File: config.mk
export PLATFORM = sky130hd
export DESIGN_NAME = uart_mem_cmd_ctrl
export DESIGN_NICKNAME = d
export VERILOG_FILES = /design/src/rtl/uart_mem_pkg.sv /design/src/rtl/uart_mem_tx_ser.sv /design/src/rtl/uart_mem_cmd_ctrl.sv
export SDC_FILE = /design/constraint.sdc
export NUM_CORES = 1
export LEC_CHECK = 0
export CORE_MARGIN = 5
export CORE_UTILIZATION = 51
export DETAILED_ROUTE_END_ITERATION = 10
export GPL_TIMING_DRIVEN = 1
export MAX_ROUTING_LAYER = met4
export PLACE_DENSITY = 0.81
export SLEW_MARGIN = 20
export SYNTH_ARGS = -nofsm -noshare
export SYNTH_HDL_FRONTEND = slang
export SYNTH_SLANG_ARGS = --single-unit
File: constraint.sdc
create_clock -name clk -period 6.1 [get_ports clk]
set_input_delay 0.61 -clock clk [delete_from_list [all_inputs] [get_ports clk]]
set_output_delay 0.61 -clock clk [all_outputs]
set_load 0.1 [all_outputs]
File: src/rtl/uart_mem_pkg.sv
`default_nettype none
// ============================================================================
// Module      : uart_mem_pkg
// Description : Shared constants and types for the UART memory command
//               sequencer: opcodes, reply bytes, FSM encoding, reply widths.
// Revision    : 1.0 - initial release
// ============================================================================
package uart_mem_pkg;

    // Command opcodes carried in bits [7:6] of the command byte
    localparam logic [1:0] OP_HALT  = 2'b00;
    localparam logic [1:0] OP_RUN   = 2'b01;
    localparam logic [1:0] OP_WRITE = 2'b10;
    localparam logic [1:0] OP_READ  = 2'b11;

    // Single-byte status replies
    localparam logic [7:0] ACK_BYTE = 8'hA5;
    localparam logic [7:0] ERR_BYTE = 8'hEE;

    // Memory read word and its zero-extended, byte-aligned reply
    localparam int RD_W    = 42;
    localparam int REPLY_W = 48;

    typedef enum logic [2:0] {
        S_IDLE      = 3'd0,
        S_ADDR      = 3'd1,
        S_DATA      = 3'd2,
        S_ISSUE     = 3'd3,
        S_WAIT_RESP = 3'd4,
        S_TX        = 3'd5,
        S_ACK       = 3'd6,
        S_ERR       = 3'd7
    } state_e;

    // Left-align a status byte so the serializer sends it first
    function automatic logic [REPLY_W-1:0] single_byte_reply(input logic [7:0] b);
        return {b, {(REPLY_W-8){1'b0}}};
    endfunction

endpackage
`default_nettype wire

File: src/rtl/uart_mem_tx_ser.sv
`default_nettype none
// ============================================================================
// Module      : uart_mem_tx_ser
// Description : 48-bit reply serializer. Sends the top load_nbytes_i bytes of
//               load_data_i MSB first over a valid/ready byte handshake.
// Revision    : 1.0 - initial release
// ============================================================================
module uart_mem_tx_ser
    import uart_mem_pkg::*;
(
    input  logic               clk,
    input  logic               reset,
    input  logic               load_i,
    input  logic [REPLY_W-1:0] load_data_i,
    input  logic [2:0]         load_nbytes_i,
    input  logic               tx_ready_i,
    output logic [7:0]         tx_data_o,
    output logic               tx_valid_o,
    output logic               done_o
);

    logic [REPLY_W-1:0] shreg_q, shreg_d;
    logic [2:0]         cnt_q, cnt_d;
    logic               valid_q, valid_d;

    // Load, shift on acceptance, and raise valid one cycle after a load
    always_comb begin
        shreg_d = shreg_q;
        cnt_d   = cnt_q;
        valid_d = valid_q;
        if (load_i) begin
            shreg_d = load_data_i;
            cnt_d   = load_nbytes_i;
            valid_d = 1'b0;
        end else if (valid_q && tx_ready_i) begin
            shreg_d = {shreg_q[REPLY_W-9:0], 8'h00};
            cnt_d   = cnt_q - 3'd1;
            valid_d = (cnt_q > 3'd1);
        end else if (!valid_q && (cnt_q != 3'd0)) begin
            valid_d = 1'b1;
        end
    end

    // Serializer state registers
    always_ff @(posedge clk or posedge reset) begin
        if (reset) begin
            shreg_q <= '0;
            cnt_q   <= 3'd0;
            valid_q <= 1'b0;
        end else begin
            shreg_q <= shreg_d;
            cnt_q   <= cnt_d;
            valid_q <= valid_d;
        end
    end

    assign tx_data_o  = shreg_q[REPLY_W-1 -: 8];
    assign tx_valid_o = valid_q;
    assign done_o     = (cnt_q == 3'd0);

endmodule
`default_nettype wire

File: src/rtl/uart_mem_cmd_ctrl.sv
`default_nettype none
// ============================================================================
// Module      : uart_mem_cmd_ctrl
// Description : UART command sequencer. Parses HALT/RUN/WRITE/READ frames,
//               drives cpu_enable, issues one-cycle memory requests and sends
//               ACK/ERR or 6-byte read replies back to the transmitter.
//               Define UART_MEM_CTRL_TIMEOUT_EN to enable the inter-byte and
//               read-response timeouts.
// Revision    : 1.0 - initial release
// ============================================================================
module uart_mem_cmd_ctrl
    import uart_mem_pkg::*;
#(
    parameter int unsigned BYTE_TIMEOUT = 1000000,
    parameter int unsigned RESP_TIMEOUT = 16
) (
    input  logic            clk,
    input  logic            reset,
    input  logic            rx_valid,
    input  logic [7:0]      rx_data,
    output logic [7:0]      tx_data,
    output logic            tx_valid,
    input  logic            tx_ready,
    output logic            cpu_enable,
    output logic            write_mem_req,
    output logic            target_mem_type,
    output logic [8:0]      target_addr,
    output logic [31:0]     wr_data,
    output logic            rw_flag,
    input  logic            instr_mem_tx_data_ready,
    input  logic [RD_W-1:0] instr_uart_tx_data,
    input  logic            data_mem_tx_data_ready,
    input  logic [RD_W-1:0] data_uart_tx_data,
    output logic            busy
);

    state_e             state_q, state_d;
    logic               cpu_en_q, cpu_en_d;
    logic               is_write_q, is_write_d;
    logic               mem_type_q, mem_type_d;
    logic               addr_hi_q, addr_hi_d;
    logic [7:0]         addr_lo_q, addr_lo_d;
    logic [31:0]        data_q, data_d;
    logic [1:0]         dcnt_q, dcnt_d;
    logic               tgt_mem_q, tgt_mem_d;
    logic [8:0]         tgt_addr_q, tgt_addr_d;
    logic [31:0]        wr_data_q, wr_data_d;
    logic               rw_q, rw_d;
    logic               frame_done;
    logic               sel_ready;
    logic [RD_W-1:0]    sel_word;
    logic               ser_load;
    logic [REPLY_W-1:0] ser_data;
    logic [2:0]         ser_nbytes;
    logic               ser_done;

`ifdef UART_MEM_CTRL_TIMEOUT_EN
    logic [31:0]        tmo_q, tmo_d;
`else
    // Timeout lengths have no effect when the timeouts are compiled out
    logic               unused_timeouts;
    assign unused_timeouts = (BYTE_TIMEOUT != 0) ^ (RESP_TIMEOUT != 0);
`endif

    // Only the addressed memory's return path is observed
    assign sel_ready = tgt_mem_q ? instr_mem_tx_data_ready : data_mem_tx_data_ready;
    assign sel_word  = tgt_mem_q ? instr_uart_tx_data      : data_uart_tx_data;

    // Frame parser, request sequencing and reply selection
    always_comb begin
        state_d    = state_q;
        cpu_en_d   = cpu_en_q;
        is_write_d = is_write_q;
        mem_type_d = mem_type_q;
        addr_hi_d  = addr_hi_q;
        addr_lo_d  = addr_lo_q;
        data_d     = data_q;
        dcnt_d     = dcnt_q;
        tgt_mem_d  = tgt_mem_q;
        tgt_addr_d = tgt_addr_q;
        wr_data_d  = wr_data_q;
        rw_d       = rw_q;
        frame_done = 1'b0;
        ser_load   = 1'b0;
        ser_data   = '0;
        ser_nbytes = 3'd1;
        case (state_q)
            S_IDLE: begin
                if (rx_valid) begin
                    case (rx_data[7:6])
                        OP_HALT, OP_RUN: begin
                            cpu_en_d = (rx_data[7:6] == OP_RUN);
                            state_d  = S_ACK;
                            ser_load = 1'b1;
                            ser_data = single_byte_reply(ACK_BYTE);
                        end
                        OP_WRITE, OP_READ: begin
                            is_write_d = (rx_data[7:6] == OP_WRITE);
                            mem_type_d = rx_data[5];
                            addr_hi_d  = rx_data[0];
                            state_d    = S_ADDR;
                        end
                        default: state_d = S_IDLE;
                    endcase
                end
            end
            S_ADDR: begin
                if (rx_valid) begin
                    addr_lo_d = rx_data;
                    if (is_write_q) begin
                        dcnt_d  = 2'd0;
                        state_d = S_DATA;
                    end else begin
                        frame_done = 1'b1;
                    end
                end
            end
            S_DATA: begin
                if (rx_valid) begin
                    data_d = {data_q[23:0], rx_data};
                    dcnt_d = dcnt_q + 2'd1;
                    if (dcnt_q == 2'd3) begin
                        frame_done = 1'b1;
                    end
                end
            end
            S_ISSUE: begin
                if (rw_q) begin
                    state_d  = S_ACK;
                    ser_load = 1'b1;
                    ser_data = single_byte_reply(ACK_BYTE);
                end else begin
                    state_d = S_WAIT_RESP;
                end
            end
            S_WAIT_RESP: begin
                if (sel_ready) begin
                    state_d    = S_TX;
                    ser_load   = 1'b1;
                    ser_data   = {{(REPLY_W-RD_W){1'b0}}, sel_word};
                    ser_nbytes = 3'd6;
                end
            end
            S_TX, S_ACK, S_ERR: begin
                if (ser_done) begin
                    state_d = S_IDLE;
                end
            end
            default: state_d = S_IDLE;
        endcase

        // A complete memory frame is refused while the CPU is running
        if (frame_done) begin
            if (cpu_en_q) begin
                state_d  = S_ERR;
                ser_load = 1'b1;
                ser_data = single_byte_reply(ERR_BYTE);
            end else begin
                state_d    = S_ISSUE;
                tgt_mem_d  = mem_type_q;
                tgt_addr_d = {addr_hi_q, addr_lo_d};
                rw_d       = is_write_q;
                if (is_write_q) begin
                    wr_data_d = data_d;
                end
            end
        end

`ifdef UART_MEM_CTRL_TIMEOUT_EN
        if ((state_q == S_ADDR || state_q == S_DATA) && !rx_valid &&
            (tmo_q == BYTE_TIMEOUT - 1)) begin
            state_d = S_IDLE;
        end
        if (state_q == S_WAIT_RESP && !sel_ready && (tmo_q == RESP_TIMEOUT - 1)) begin
            state_d  = S_ERR;
            ser_load = 1'b1;
            ser_data = single_byte_reply(ERR_BYTE);
        end
        // Counter restarts on every state change; a received byte restarts
        // the inter-byte timer but not the response timer
        tmo_d = '0;
        if (state_d == state_q) begin
            if (state_q == S_WAIT_RESP) begin
                tmo_d = tmo_q + 32'd1;
            end else if ((state_q == S_ADDR || state_q == S_DATA) && !rx_valid) begin
                tmo_d = tmo_q + 32'd1;
            end
        end
`endif
    end

    // Controller state registers
    always_ff @(posedge clk or posedge reset) begin
        if (reset) begin
            state_q    <= S_IDLE;
            cpu_en_q   <= 1'b1;
            is_write_q <= 1'b0;
            mem_type_q <= 1'b0;
            addr_hi_q  <= 1'b0;
            addr_lo_q  <= 8'h00;
            data_q     <= 32'h0;
            dcnt_q     <= 2'd0;
            tgt_mem_q  <= 1'b0;
            tgt_addr_q <= 9'h000;
            wr_data_q  <= 32'h0;
            rw_q       <= 1'b0;
        end else begin
            state_q    <= state_d;
            cpu_en_q   <= cpu_en_d;
            is_write_q <= is_write_d;
            mem_type_q <= mem_type_d;
            addr_hi_q  <= addr_hi_d;
            addr_lo_q  <= addr_lo_d;
            data_q     <= data_d;
            dcnt_q     <= dcnt_d;
            tgt_mem_q  <= tgt_mem_d;
            tgt_addr_q <= tgt_addr_d;
            wr_data_q  <= wr_data_d;
            rw_q       <= rw_d;
        end
    end

`ifdef UART_MEM_CTRL_TIMEOUT_EN
    // Shared inter-byte / response timeout counter
    always_ff @(posedge clk or posedge reset) begin
        if (reset) begin
            tmo_q <= 32'h0;
        end else begin
            tmo_q <= tmo_d;
        end
    end
`endif

    uart_mem_tx_ser u_tx_ser (
        .clk           (clk),
        .reset         (reset),
        .load_i        (ser_load),
        .load_data_i   (ser_data),
        .load_nbytes_i (ser_nbytes),
        .tx_ready_i    (tx_ready),
        .tx_data_o     (tx_data),
        .tx_valid_o    (tx_valid),
        .done_o        (ser_done)
    );

    assign cpu_enable      = cpu_en_q;
    assign write_mem_req   = (state_q == S_ISSUE);
    assign target_mem_type = tgt_mem_q;
    assign target_addr     = tgt_addr_q;
    assign wr_data         = wr_data_q;
    assign rw_flag         = rw_q;
    assign busy            = (state_q != S_IDLE);

endmodule
`default_nettype wire

* Yosys cells after proc, flatten, opt, wreduce, memory -nomap -nowiden *
Index checks and enable logic that the tools add are counted.

storage, ports and cells
  register bits = 144
  input port bits = 98
  output and inout port bits = 55
  word-level logic and storage cells = 107

operators by class
  add/sub/neg operators = 2
  order comparisons = 1
  equality and inequality tests = 19
  muxes and demuxes = 48
  bitwise operators = 1
  reductions and logical operators = 21

operators with widths
  kind                                            count
  2-to-1 mux 48 bit                               7
  one-hot mux 48 bit (3 select lines)             1
  2-to-1 mux 42 bit                               2
  2-to-1 mux 32 bit                               2
  2-to-1 mux 3 bit                                11
  2-to-1 mux 8 bit                                2
  inequality test 3 bit (second input constant)   5
  one-hot mux 3 bit (5 select lines)              1
  2-to-1 mux 1 bit                                14
  == test 3 bit (second input constant)           4
  AND reduction 3 bit                             3
  nonzero test 3 bit                              3
  2-to-1 mux 2 bit                                4
  == test 2 bit (second input constant)           3
  == test 3 x 2 -> 1 bit (second input constant)  2
  zero test 3 bit                                 2
  inequality test 2 bit (second input constant)   3
  one-hot mux 3 bit (2 select lines)              1
  AND reduction 6 bit                             1
  nonzero test 6 bit                              1
  one-hot mux 2 bit (2 select lines)              1
  AND reduction 4 bit                             1
  nonzero test 2 bit                              2
  OR reduction 2 bit                              2
  13 further kinds                                14

* Logic depth before layout (Yosys ltp) *
Gate-level depths: netlist (run 1).

  depth after elaboration = 8
  depth in mapped cells = 8
  depth with buffers taken out = 6

* By module *
A second synthesis (run 1) with hierarchy kept.

unflattened totals
  cell total of the unflattened synthesis = 647
  area, all modules = 7457.2 um2

modules (own cells, without submodules)
  module             times used  cells each  area an instance (um2)  sequential area each (um2)
  uart_mem_cmd_ctrl  1           350         4460.5                  2303.5
  uart_mem_tx_ser    1           297         2996.6                  1301.2

* Worst setup path before layout (run 1) *
OpenSTA, ideal clock, no wires.

  kind = register -> output
  from = reg state_q[0]
  to = out write_mem_req
  arrival time = 2.056 ns
  data required time = 5.490 ns
  slack = 3.434 ns
  cell stages (with the launch flop) = 5
  buffers on the path = 2
  cell sequence = dfrtp_1 -> buf_2 -> clkbuf_1 -> nand2_1 -> nor2_1

on the way
  longest elaborated chain between the ends = 1

RTL lines
  what                    RTL line                  source
  start, declared         uart_mem_cmd_ctrl.sv:37   state_e state_q, state_d;
  start signal, assigned  uart_mem_cmd_ctrl.sv:208  state_q <= state_d;
  == test 3 x 2 -> 1 bit  uart_mem_cmd_ctrl.sv:247  assign write_mem_req = (state_q == S_ISSUE);
  end, declared           uart_mem_cmd_ctrl.sv:25   output logic write_mem_req,

No other way between the ends.

* Final worst setup path (run 1) *
  from = reg tgt_mem_q, in the netlist target_mem_type
  to = out target_mem_type

RTL lines
  what                    RTL line                  source
  start, declared         uart_mem_cmd_ctrl.sv:45   logic tgt_mem_q, tgt_mem_d;
  start signal, assigned  uart_mem_cmd_ctrl.sv:216  tgt_mem_q <= tgt_mem_d;
  end, declared           uart_mem_cmd_ctrl.sv:26   output logic target_mem_type,

No word-level cell between the ends.

==> results of run 1 <==
-- cell type report --
| type | instances | area [um2] | share of cell area [%] |
|---|---|---|---|
| sequential | 144 | 3606 | 40.35 |
| clock buffer | 22 | 474.2 | 5.307 |
| clock inverter | 10 | 133.9 | 1.498 |
| tap | 176 | 220.2 | 2.464 |
| multi-input combinational | 339 | 2908 | 32.54 |
| timing repair buffer | 158 | 1567 | 17.53 |
| inverter | 6 | 27.53 | 0.3080 |
-- stage by stage --
step,hold WS [ps],cells
after detailed placement,474.8,823
after global routing,516.4,855
final,480.6,855
after global placement,461.9,823
after CTS,488.1,855
after floorplan,449.8,531
-- placed cells by master, fill, tap and decap left out, types with 2 or more instances in the layout --
cell type and count:
a21oi_1 4, a2bb2oi_1 2, a2bb2oi_2 30, and2_1 3
buf_4 6, bufinv_16 3, clkbuf_1 2, clkbuf_16 17
clkbuf_8 3, clkdlybuf4s50_1 152, clkinv_2 4, clkinvlp_4 2
dfrtp_1 142, ha_1 4, inv_1 5, mux2_1 9
mux2_2 110, mux2i_1 16, nand2_1 59, nand2b_1 2
nand3_1 7, nor2_1 10, nor2b_1 2, nor3_1 3
o21a_1 2, o21ai_0 40, o21ai_1 9, o31ai_1 2
xnor2_1 2
-- metal layers --
metal	vias up	track usage (%)	wire, um
li1	2160	-	-
met1	2277	23.75	6236
met2	119	32.41	7650
met3	19	5.075	679
met4	0	6.633	281
met5	-	-	0
-- where the power goes --
part           leakage (nW)  total, mW  internal (mW)  switching, mW
logic                  1.70       2.19          0.864           1.33
registers              1.85       1.61           1.32          0.297
clock network         0.296       1.05          0.673          0.376
-- worst min-delay path by stage --
stage                                      end  slack (ps)  cells after the start
after floorplan           u_tx_ser.shreg_q[43]         450                      2
after global placement    u_tx_ser.shreg_q[43]         460                      2
after detailed placement  u_tx_ser.shreg_q[46]         470                      2
after CTS                 u_tx_ser.shreg_q[46]         490                      2
after global routing      u_tx_ser.shreg_q[43]         520                      2
final                     u_tx_ser.shreg_q[46]         480                      2
-- flip-flops by register name, summed over array words and instances, names as in the netlist --
name and cells:
mem_type_q 1, dcnt_q 2, u_tx_ser.tx_valid_o 1, u_tx_ser.cnt_q 3, state_q 3, u_tx_ser.shreg_q 48
addr_hi_q 1, wr_data 32, target_mem_type 1, is_write_q 1, cpu_enable 1, addr_lo_q 8
target_addr 9, rw_flag 1, data_q 32
-- kinds of logic (layout without fill, tap and decap cells) --
| group | count (synthesis) | count (layout) | synth area share, % |
|---|---|---|---|
| simple gates | 98 | 98 | 6.832 |
| xor+xnor | 2 | 2 | 0.2579 |
| mux | 136 | 136 | 22.30 |
| compound gates | 99 | 99 | 12.63 |
| fa+ha+maj | 4 | 4 | 0.7367 |
| buf+inv | 48 | 196 | 4.180 |
| flops | 144 | 144 | 53.06 |
==> results_dict.tcl, run 1 <==
set metrics [dict create \
    grt-ovfl-total 0 \
    clkTransAtPathRegs_ps 60 \
    grt_pass1_wl_um 24450 \
    dr_total_vias 4575 \
    grt.total_usage_pct 19.71 \
    synth_cell_types 49 \
    grt_pass1_vias 4927 \
    setup_viol 0 \
    nNetsFinal 768 \
    tns_ps 0 \
    min_path_type "reg2reg" \
    cp_num_cells 1 \
    ios 153 \
    min_from "u_tx_ser.shreg_q[46]" \
    critPathBufInv 1 \
    fin_ws_ps 2727 \
    crit_required_ps 5490 \
    crit_slowest_cell "clkdlybuf4s50_1" \
    initial_core_util_pct 51.71 \
    ys_seq_elements 144 \
    crit_arrival_ps 2760 \
    dieWidth_um 125.4 \
    synth_fp_nets 633 \
    synth-edff-count 0 \
    port_buffers 152 \
    path_cells "clkdlybuf4s50_1" \
    worst-setup-path-type "reg2out" \
    netlist_area_mm2 0.006794 \
    fin_crit_sh_pct 55.30 \
    root_buffer "clkbuf_16" \
    post_dp_cell_area_mm2 0.008328 \
    max_stage_delay_ps 1300 \
    drc 0 \
    wl_per_cell_um 17.37 \
    crit_fanout 45 \
    htree_levels 4 \
    cts_tree "done" \
    synthToLayoutAreaGrowth_pct 31.53 \
    n_fill_cell 950 \
    diodes 0 \
    final_util_pct 68.02 \
    cp_top_family "buffers and inverters" \
    rsz0062_at_grt "no" \
    max-cap-violations 0 \
    dp_slack_ps 2865 \
    reg2regPathDepth 4 \
    ys_async_sr_fraction_pct 100.0 \
    clockBufferDepth 2 \
    cts-hold-fix-buffers 0 \
    end_kind "primary output" \
    drt_iter0_drc 349 \
    yosys.area.top_type_share_pct 52.67 \
    coreArea_mm2 0.01314 \
    min_period_ps 3373 \
    hpwl_um 10310 \
    rows 42 \
    grt_start_max_net_pins 84 \
    drtPass1Iterations 4 \
    drive_gt1_share_pct 27.69 \
    slew_headroom_pct 29.83 \
    worstSetupEndpoint "target_mem_type" \
    synth_most_common_cell "dfrtp_1" \
    cts.sinks 144 \
    startpoint_type "flop" \
    via_per_inst 5.351 \
    finalPower_mw 4.856 \
    cts_made_buffers 17 \
    synth_common_cells "dfrtp_1, mux2_2, nand2_1" \
    place.gp.congestion 0.8602 \
    cts_setup_buffers 0 \
    wl_um 14850 \
    antenna_found_initial 0 \
    ant_nets 0 \
    powerDensity_mw_per_mm2 543.4 \
    tightest_slew_ps 1049 \
    yosysSeqAreaShare_pct 53.06 \
    final_area_mm2 0.008936 \
    total_leakage_power_nw 3.850 \
    fmax_ghz 0.2965 \
    cts_resized 0 \
    yosys.area.top_type "dfrtp_1" \
    synth_area_leaders "dfrtp_1, mux2_2, a2bb2oi_2, nand2_1, o21ai_0" \
    hold_viol 0 \
    r2r-start "target_mem_type" \
    die_area_mm2 0.01573 \
    clk_latency_ps 410 \
    outcome "finished, final reports clean" \
    ir_drop_mv 0.3980 \
    regToRegSetupSlack_ps 3090 \
    finClkSkew_ps 6.278 \
    fp.dieH_um 125.4 \
    yosys_warnings 0 \
    synthFlopType "dfrtp_1" \
    drv_slew 0 \
    syn_area_per_cell_um2 12.79 \
    syn_inst 531 \
    worstSetupStartpoint "target_mem_type" \
    r2r-end "u_tx_ser.shreg_q[40]" \
]
Note: power is estimated with default switching activity, not from simulation.
==> run 2, diff against run 1 <==
==> constraint.sdc (replaced) <==
create_clock -name clk -period 3.3 [get_ports clk]
set_input_delay 0.33 -clock clk [delete_from_list [all_inputs] [get_ports clk]]
set_output_delay 0.33 -clock clk [all_outputs]
set_load 0.1 [all_outputs]
==> run 2 against run 1 <==
Compared with the run above:
- combinational power grew 89%
- sequential cell count is the same
- die area is the same
- design area is essentially flat
- clock power grew 77%
- sequential power grew 78%
- worst setup slack lost 2100 ps
- final cell count grew 0.58%
- via count shrank 1.4%
==> results_dict.tcl, run 2 (same netlist as run 1, synthesis figures left out) <==
set metrics [dict create \
    rsz0062_at_grt "no" \
    crit_arrival_ps 2370 \
    p_switching_mw 3.767 \
    fmax_ghz 0.3706 \
    tns_ps 0 \
    place.gp.congestion 0.8790 \
    diodes 0 \
    end_kind "primary output" \
    ios 153 \
    wl_met1_um 6366 \
    port_buffers 152 \
    via_per_inst 5.248 \
    wl_met2_um 7502 \
    fin_crit_sh_pct 81.77 \
    grt_start_max_net_pins 73 \
    drv_slew 0 \
    rows 42 \
    final_area_mm2 0.008940 \
    worst-setup-path-type "reg2out" \
    synthToLayoutAreaGrowth_pct 31.58 \
    clkTransAtPathRegs_ps 60 \
    htree_levels 4 \
    clockBufferDepth 2 \
    grt-ovfl-total 0 \
    powerDensity_mw_per_mm2 993.7 \
    dr_wl_met3_um 559 \
    initial_core_util_pct 51.71 \
    layout.cells.non_filler 860 \
    dr_total_vias 4513 \
    cts.sinks 144 \
    finalPower_mw 8.884 \
    setup_viol 0 \
    grt_pass1_wl_um 24560 \
    power.share.switching_pct 42.40 \
    wl_um 14700 \
    seq_power_share_pct 32.3 \
    dr.max_layer_used "met4" \
    internal-power_mw 5.117 \
    drc 0 \
    tightest_slew_ps 1026 \
    post_dp_cell_area_mm2 0.008359 \
    die_area_mm2 0.01573 \
    cts_setup_buffers 0 \
    hold_ws_ps 479.8 \
    hold_viol 0 \
    fp.dieH_um 125.4 \
    total_leakage_power_nw 3.864 \
    cts_resized 0 \
    grt_pass1_vias 4991 \
    hpwl_um 10480 \
    drtPass1Iterations 4 \
    outcome "finished, final reports clean" \
    mostFrequentLayoutCell "clkdlybuf4s50_1" \
    nNetsFinal 773 \
    wl_per_cell_um 17.09 \
    p_comb_share_pct 46.7 \
    drt_iter0_drc 322 \
    clk_latency_ps 420 \
    antenna_found_initial 0 \
    layout_common_cells "clkdlybuf4s50_1, dfrtp_1, mux2_2, nand2_1, o21ai_0" \
    dp_cells 828 \
    slew_headroom_pct 31.36 \
    max-cap-violations 0 \
    ant_nets 0 \
    cts_tree "done" \
    cts_made_buffers 17 \
    coreArea_mm2 0.01314 \
    ir_drop_mv 0.6388 \
    finClkSkew_ps 14.52 \
    min_period_ps 2698 \
    startpoint_type "flop" \
    crit_fanout 17 \
    drive_gt1_share_pct 28.80 \
    grt.total_usage_pct 19.73 \
    crit_required_ps 2970 \
    min_path_type "reg2reg" \
    regMostFlops "u_tx_ser.shreg_q" \
    largest_reg_flops 48 \
    clockPowerShare_pct 20.9 \
    dieWidth_um 125.4 \
    root_buffer "clkbuf_16" \
    cts-hold-fix-buffers 0 \
]
run 2: cell count changes in the layout (fill, tap and decap cells not counted), sizes merged:
cell	before	now
bufinv	3	1
clkinv	5	3
clkbuf	22	18
clkdlybuf4s50	152	150
buf	6	13
inv	6	14
run 2: per-stage QoR:
step	worst slack, ps	util (%)
3_3_place_gp	663.4	63.63
6_report	601.6	68.05
5_1_grt	535.3	68.05
3_5_place_dp	597.8	63.63
2_1_floorplan	678.2	-
4_1_cts	595.4	68.05
run 2: final cells by class:
type	count	area, um2
clock buffers	18	439.2
clock inverters	14	141.4
fillers	964	4198
inverters	6	26.28
multi-input cells	339	2908
flip-flops and latches	144	3606
well taps	176	220.2
repair buffers	163	1599
run 2: routing by layer:
| metal | track usage, % | vias to the layer above |
|---|---|---|
| met1 | 24.36 | 2209 |
| li1 | - | 2172 |
| met2 | 31.97 | 112 |
| met3 | 4.733 | 20 |
| met4 | 6.760 | 0 |
| met5 | - | - |
run 2: worst paths after layout:
check                                          from                   end  depth (start not counted)  slack [ps]
worst min-delay path            u_tx_ser.shreg_q[1]   u_tx_ser.shreg_q[1]                          2         480
worst max-delay path                     state_q[0]                  busy                          2         600
max in group asynchronous                     reset       target_mem_type                          3        2060
worst max register to register           state_q[0]  u_tx_ser.shreg_q[40]                          5         800
worst min register to register  u_tx_ser.shreg_q[1]   u_tx_ser.shreg_q[1]                          2         480
min in group asynchronous                     reset  u_tx_ser.shreg_q[11]                          3         560
run 2: power groups by stage:
stage | Combinational [mW] | Clock [mW] | Sequential [mW]
after floorplan | 2.56 | 0 | 3.65
after global placement | 4.07 | 0 | 2.86
after detailed placement | 4.17 | 0 | 2.90
after CTS | 4.19 | 1.89 | 2.87
after global routing | 4.42 | 1.98 | 2.96
final | 4.15 | 1.86 | 2.87
run 2: worst max-delay path, cell delays in order (launching register included):
cell             delay, ps
dfrtp_1                650
or3_1                  180
clkdlybuf4s50_1       1120
